--- src/rtl/regfile_pkg.sv ---
// Shared constants and types for the KgpRisc general-purpose register bank.
//
// Contents:
//   DATA_W, ADDR_W, NUM_REGS  geometry of the register bank
//   WR_COUNT_W                width of the committed-write counter
//   reg_addr_t, reg_data_t    register index and register word types
//   sat_inc()                 saturating increment used by the write counter
package regfile_pkg;

  localparam int unsigned DATA_W     = 32;
  localparam int unsigned ADDR_W     = 5;
  localparam int unsigned NUM_REGS   = 2 ** ADDR_W;
  localparam int unsigned WR_COUNT_W = 16;

  typedef logic [ADDR_W-1:0] reg_addr_t;
  typedef logic [DATA_W-1:0] reg_data_t;

  // Holds at all-ones instead of wrapping back to zero.
  function automatic logic [WR_COUNT_W-1:0] sat_inc(input logic [WR_COUNT_W-1:0] val);
    logic [WR_COUNT_W-1:0] res;
    res = (&val) ? val : val + 1'b1;
    return res;
  endfunction

endpackage

--- src/rtl/reg_read_port.sv ---
// One combinational read port of the register bank.
//
// A 32-to-1 word multiplexer selects the addressed register. After the mux,
// three overrides apply in increasing priority:
//   zero register   reads of index 0 return 0 when ZERO_REG is set
//   bypass          when BYPASS is set, a same-cycle write to the addressed
//                   (non-zero) register is forwarded from i_wr_data
//   reset           the port reads 0 while i_rst is high
//
// Parameters:
//   ZERO_REG  1: register 0 reads as zero; 0: ordinary register
//   BYPASS    1: forward the in-flight write; 0: stored state only
//
// Ports:
//   i_rst      asynchronous active-high reset (forces output to 0)
//   i_regs     flattened register array, entry i at i_regs[i]
//   i_rd_addr  register index to read
//   i_wr_en    write enable of the write port (bypass only)
//   i_wr_addr  write destination index (bypass only)
//   i_wr_data  write data (bypass only)
//   o_rd_data  selected register word
module reg_read_port
  import regfile_pkg::*;
#(
  parameter int unsigned ZERO_REG = 1,
  parameter bit          BYPASS   = 1'b0
) (
  input  logic                               i_rst,
  input  logic [NUM_REGS-1:0][DATA_W-1:0]    i_regs,
  input  reg_addr_t                          i_rd_addr,
  input  logic                               i_wr_en,
  input  reg_addr_t                          i_wr_addr,
  input  reg_data_t                          i_wr_data,
  output reg_data_t                          o_rd_data
);

  reg_data_t w_mux_word;
  logic      w_is_zero_reg;
  logic      w_fwd_hit;

  assign w_mux_word    = i_regs[i_rd_addr];
  assign w_is_zero_reg = (ZERO_REG != 0) && (i_rd_addr == '0);
  assign w_fwd_hit     = BYPASS && i_wr_en && (i_wr_addr == i_rd_addr) && !w_is_zero_reg;

  always_comb begin
    o_rd_data = w_mux_word;
    if (w_is_zero_reg) begin
      o_rd_data = '0;
    end
    if (w_fwd_hit) begin
      o_rd_data = i_wr_data;
    end
    // The in-flight write data is not yet cleared by reset, so gate it here.
    if (i_rst) begin
      o_rd_data = '0;
    end
  end

endmodule

--- src/rtl/reg_bank_32x32.sv ---
// 32-entry x 32-bit general-purpose register bank for the KgpRisc datapath.
//
// One write port (writeback stage), two operand read ports (rs, rt) and one
// debug read port. Reads are combinational and return the state as of the
// last clock edge. wr_count counts committed writes since reset and
// saturates at 0xFFFF.
//
// Configuration:
//   ZERO_REG           parameter; 1 hardwires register 0 to zero
//   REGFILE_BYPASS_EN  macro; when defined, rs/rt forward a same-cycle write
//                      to the addressed register (dbg never forwards)
//
// Ports:
//   clk       system clock, rising edge
//   rst       asynchronous active-high reset
//   wr_en     write enable
//   wr_addr   destination register index
//   wr_data   value to write
//   rs_addr   read port A index
//   rt_addr   read port B index
//   dbg_addr  debug read index
//   rs_data   read port A data
//   rt_data   read port B data
//   dbg_data  debug read data
//   wr_count  committed writes since reset, saturating
module reg_bank_32x32
  import regfile_pkg::*;
#(
  parameter int unsigned ZERO_REG = 1
) (
  input  logic                  clk,
  input  logic                  rst,
  input  logic                  wr_en,
  input  reg_addr_t             wr_addr,
  input  reg_data_t             wr_data,
  input  reg_addr_t             rs_addr,
  input  reg_addr_t             rt_addr,
  input  reg_addr_t             dbg_addr,
  output reg_data_t             rs_data,
  output reg_data_t             rt_data,
  output reg_data_t             dbg_data,
  output logic [WR_COUNT_W-1:0] wr_count
);

`ifdef REGFILE_BYPASS_EN
  localparam bit OperandBypass = 1'b1;
`else
  localparam bit OperandBypass = 1'b0;
`endif

  logic [NUM_REGS-1:0][DATA_W-1:0] r_regs;
  logic [WR_COUNT_W-1:0]           r_wr_count;
  logic                            w_wr_commit;
  logic [NUM_REGS-1:0]             w_wr_sel;

  // Writes to a hardwired zero register are dropped and not counted.
  assign w_wr_commit = wr_en && !((ZERO_REG != 0) && (wr_addr == '0));

  // One-hot write decoder.
  always_comb begin
    w_wr_sel = '0;
    for (int unsigned i = 0; i < NUM_REGS; i++) begin
      w_wr_sel[i] = w_wr_commit && (wr_addr == ADDR_W'(i));
    end
  end

  for (genvar g = 0; g < NUM_REGS; g++) begin : g_reg
    always_ff @(posedge clk or posedge rst) begin
      if (rst) begin
        r_regs[g] <= '0;
      end else if (w_wr_sel[g]) begin
        r_regs[g] <= wr_data;
      end
    end
  end

  always_ff @(posedge clk or posedge rst) begin
    if (rst) begin
      r_wr_count <= '0;
    end else if (w_wr_commit) begin
      r_wr_count <= sat_inc(r_wr_count);
    end
  end

  assign wr_count = r_wr_count;

  reg_read_port #(
    .ZERO_REG (ZERO_REG),
    .BYPASS   (OperandBypass)
  ) u_rs_port (
    .i_rst     (rst),
    .i_regs    (r_regs),
    .i_rd_addr (rs_addr),
    .i_wr_en   (wr_en),
    .i_wr_addr (wr_addr),
    .i_wr_data (wr_data),
    .o_rd_data (rs_data)
  );

  reg_read_port #(
    .ZERO_REG (ZERO_REG),
    .BYPASS   (OperandBypass)
  ) u_rt_port (
    .i_rst     (rst),
    .i_regs    (r_regs),
    .i_rd_addr (rt_addr),
    .i_wr_en   (wr_en),
    .i_wr_addr (wr_addr),
    .i_wr_data (wr_data),
    .o_rd_data (rt_data)
  );

  // The debug port always shows stored state.
  reg_read_port #(
    .ZERO_REG (ZERO_REG),
    .BYPASS   (1'b0)
  ) u_dbg_port (
    .i_rst     (rst),
    .i_regs    (r_regs),
    .i_rd_addr (dbg_addr),
    .i_wr_en   (wr_en),
    .i_wr_addr (wr_addr),
    .i_wr_data (wr_data),
    .o_rd_data (dbg_data)
  );

endmodule

--- config.mk ---
export PLATFORM = sky130hd
export DESIGN_NAME = reg_bank_32x32
export DESIGN_NICKNAME = d
export VERILOG_FILES = /design/src/rtl/regfile_pkg.sv /design/src/rtl/reg_read_port.sv /design/src/rtl/reg_bank_32x32.sv
export SDC_FILE = /design/constraint.sdc
export NUM_CORES = 2
export LEC_CHECK = 0
export CAP_MARGIN = 20
export CELL_PAD_IN_SITES_DETAIL_PLACEMENT = 0
export CELL_PAD_IN_SITES_GLOBAL_PLACEMENT = 2
export CORE_MARGIN = 3
export CORE_UTILIZATION = 24
export CTS_BUF_LIST = sky130_fd_sc_hd__clkbuf_16
export CTS_CLUSTER_DIAMETER = 40
export CTS_CLUSTER_SIZE = 12
export DETAILED_ROUTE_END_ITERATION = 16
export PLACE_DENSITY_LB_ADDON = 0.1
export RECOVER_POWER = 100
export SLEW_MARGIN = 20
export SYNTH_ARGS = -nofsm -noshare
export SYNTH_HDL_FRONTEND = slang
export SYNTH_HIERARCHICAL = 1
export SYNTH_SLANG_ARGS = --single-unit
--- constraint.sdc ---
create_clock -name clk -period 44.5 [get_ports clk]
set_clock_uncertainty 0.05 [all_clocks]
set_input_delay 13.35 -clock clk [delete_from_list [all_inputs] [get_ports clk]]
set_output_delay 13.35 -clock clk [all_outputs]
set_load 0.02 [all_outputs]
==> metrics.csv <==
stage,metric,value,unit
routing,1st-pass router iterations,5,
placement,routability cong.,0.752,
sta,fmax,26.6,MHz
logic_synthesis,Mapped Nets,4960,
routing,Vias,46900,
worst_hold_path,worst min-delay path class,reg2reg,
clock_network,total clock buffers created by CTS,271,
routing,Residual DRC,0,
clock_network,Clock Sinks,1008,
logic_synthesis,"Warnings, synthesis",6,
clock_network,Max Buffers Root-to-Sink,4,
critical_path,reg2reg start,wr_count[0],
logic_synthesis,synthesized instance count,4904,
clock_network,worst skew pair latency,0.79,ns
global_route,vias in the first global route,48500,
sta,TNS Setup,0,ns
sta,crit path time final,37.58,ns
critical_path,critical path's largest stage delay,2.56,ns
floorplanning,# IOs,167,
sta,RSZ-0062 raised after global routing,no,
clock_network,CTS Root Cell,clkbuf_16,
run,Max-cap violations,82,
sta,slew of the pin with the lowest slew margin,8.69,ns
logic_synthesis,synthesized area,62000,um2
critical_path,crit path capture type,primary output,
floorplanning,Die X,514,um
pwr,pwr dens,51.8,nW/um2
sta,Max Slew Vio Count,2561,
routing,drt via density,5.49,
critical_path,Worst R2R End,wr_count[15],
clock_network,post-cts resize count,0,
critical_path,flop-to-flop setup slack,41.59,ns
clock_network,number of H-tree levels,5,
critical_path,crit path DAT,24.18,ns
clock_network,TritonCTS clock tree,done,
routing,Detailed Route WL,306000,um
routing,wire per inst,35.8,um
run_status,violated checks,"capacitance limit, slew limit",
floorplanning,die area,265000,um2
sta,setup violators final,0,
pwr,P_leak,32.0,nW
logic_synthesis,mean post-synth cell area,12.6,um2
floorplanning,core area,256000,um2
global_route,initial antenna violation count,27,
critical_path,most frequent CP cell,clkbuf_1,
critical_path,"Req. time, crit path",31.10,ns
sta,final hold viol count,0,
sta,fin crit share,84.5,%
pwr,peak supply drop,0.0000360,V
global_route,global route total overflow,0,
placement,Placed Area,66900,um2
placement,worst slack at placement,12.78,ns
sta,hold slack,0.461,ns
routing,DR iter-0 viols,3560,
routing,Post-DRT Antenna Nets,0,
critical_path,Setup crit start kind,primary input,
finish,Final Cell Area,75100,um2
critical_path,CP max-delay cell,clkbuf_1,
critical_path,number of cells on the worst reg-to-reg path,6,
clock_network,Post-CTS Setup Bufs,0,
clock_network,cts hold-fix bufs,0,
run_status,run status,"complete, but fails checks",
placement,# port buffers,166,
sta,Rel. slew slack,-479,%
global_route,gr usage total,22.6,%
critical_path,Critical Path End,rt_data[9],
placement,Post-DP HPWL,181000,um
critical_path,CP Cell Sequence,"buf_8, clkbuf_1, clkbuf_1, nor2b_1, clkbuf_1, a221oi_1, a22oi_1, nand4_1, dlygate4sd3_1",
finish,layout filler cell count,26100,
critical_path,Crit Path Class,in2out,
critical_path,CP max FO,47,
global_route,largest net degree at the start of global routing,147,
floorplanning,Initial Utilization,24.3,%
finish,nets@finish,5019,
sta,final worst slack,6.92,ns
critical_path,Setup crit start,rt_addr[0],
floorplanning,FP Rows,185,
finish,Area Growth Syn to Fin,21.1,%
clock_network,Clock Pin Slew Worst Setup and Hold Paths,0.04,ns
floorplanning,die height,514,um
finish,layout cells sized above 1,35.9,%
global_route,first-pass GRT wire length,420000,um
## worst min path at each step
stage / from / endpoint / slack, ns / depth (start not counted)
final: wr_count[3] / wr_count[3] / 0.46 / 1
after global routing: wr_count[15] / wr_count[15] / 0.48 / 1
after CTS: wr_count[15] / wr_count[15] / 0.47 / 1
after detailed placement: wr_count[15] / wr_count[15] / 0.46 / 1
after global placement: wr_count[15] / wr_count[15] / 0.46 / 1
after floorplan: r_regs[467] / r_regs[467] / 0.44 / 1
## stage by stage
stage	std cells	utilization (%)	power (mW)
floorplan	4904	-	1.75
global placement	8052	26.2	1.99
detailed placement	8056	26.2	2.00
CTS	8528	29.6	3.94
global route	8531	29.4	4.07
finish	8540	29.4	3.89
## placed cells by master, fill, tap and decap left out, types with 10 or more instances in the layout
cell type        instances
a22oi_1                279
mux2i_1                837
nand3_1                 23
clkinv_1                49
clkdlybuf4s50_1         55
mux4_2                 294
clkinv_2                33
o21ai_0                 33
inv_1                   32
o21ai_1                 60
clkinvlp_4              21
dlygate4sd3_1           98
nor2_1                  13
buf_4                  102
mux2_2                1000
clkbuf_16              275
bufinv_16               30
nand4_1                104
o22ai_1                279
clkbuf_1                64
nor2_4                  10
nor2b_1                 10
dfrtp_1               1008
xnor2_1                 11
a221oi_1                96
inv_6                   19
nand2_1                202
nor2b_4                 10
diode_2                 12
## where the power goes
part           total (mW)  switching, mW  leakage [nW]  internal, mW
sequential           1.28          0.182          12.9          1.10
clock                1.91          0.621          4.34          1.29
combinational       0.700          0.333          14.7         0.367
## state kept, by name (all words and copies together), names as in the netlist
name	count
r_regs	992
wr_count	16
## final cells by class
type / instances / area (um2) / area share, %
multi-input cells: 3347 / 34200 / 45.5
flip-flops and latches: 1008 / 25200 / 33.6
clock buffers: 275 / 6880 / 9.17
well taps: 3366 / 4210 / 5.61
repair buffers: 333 / 2690 / 3.58
clock inverters: 197 / 1850 / 2.46
diodes: 12 / 30.0 / 0.0400
inverters: 2 / 8.76 / 0.0117
## critical path: cells and delay by family
kind                   cells  cell delay, ns
buffers and inverters      5            8.85
AND/OR/NAND/NOR            2            1.05
AO/OA/AOI/OAI              2            0.82
## routing by layer
layer  vias up  track usage, %  wire length (um)
li1      19400               -                 -
met1     25400            30.7            137000
met2      1546            36.6            143000
met3       520            3.25             14700
met4         2            7.89             11200
met5         -               0                12
No activity file was read; power rests on OpenSTA's default activity.
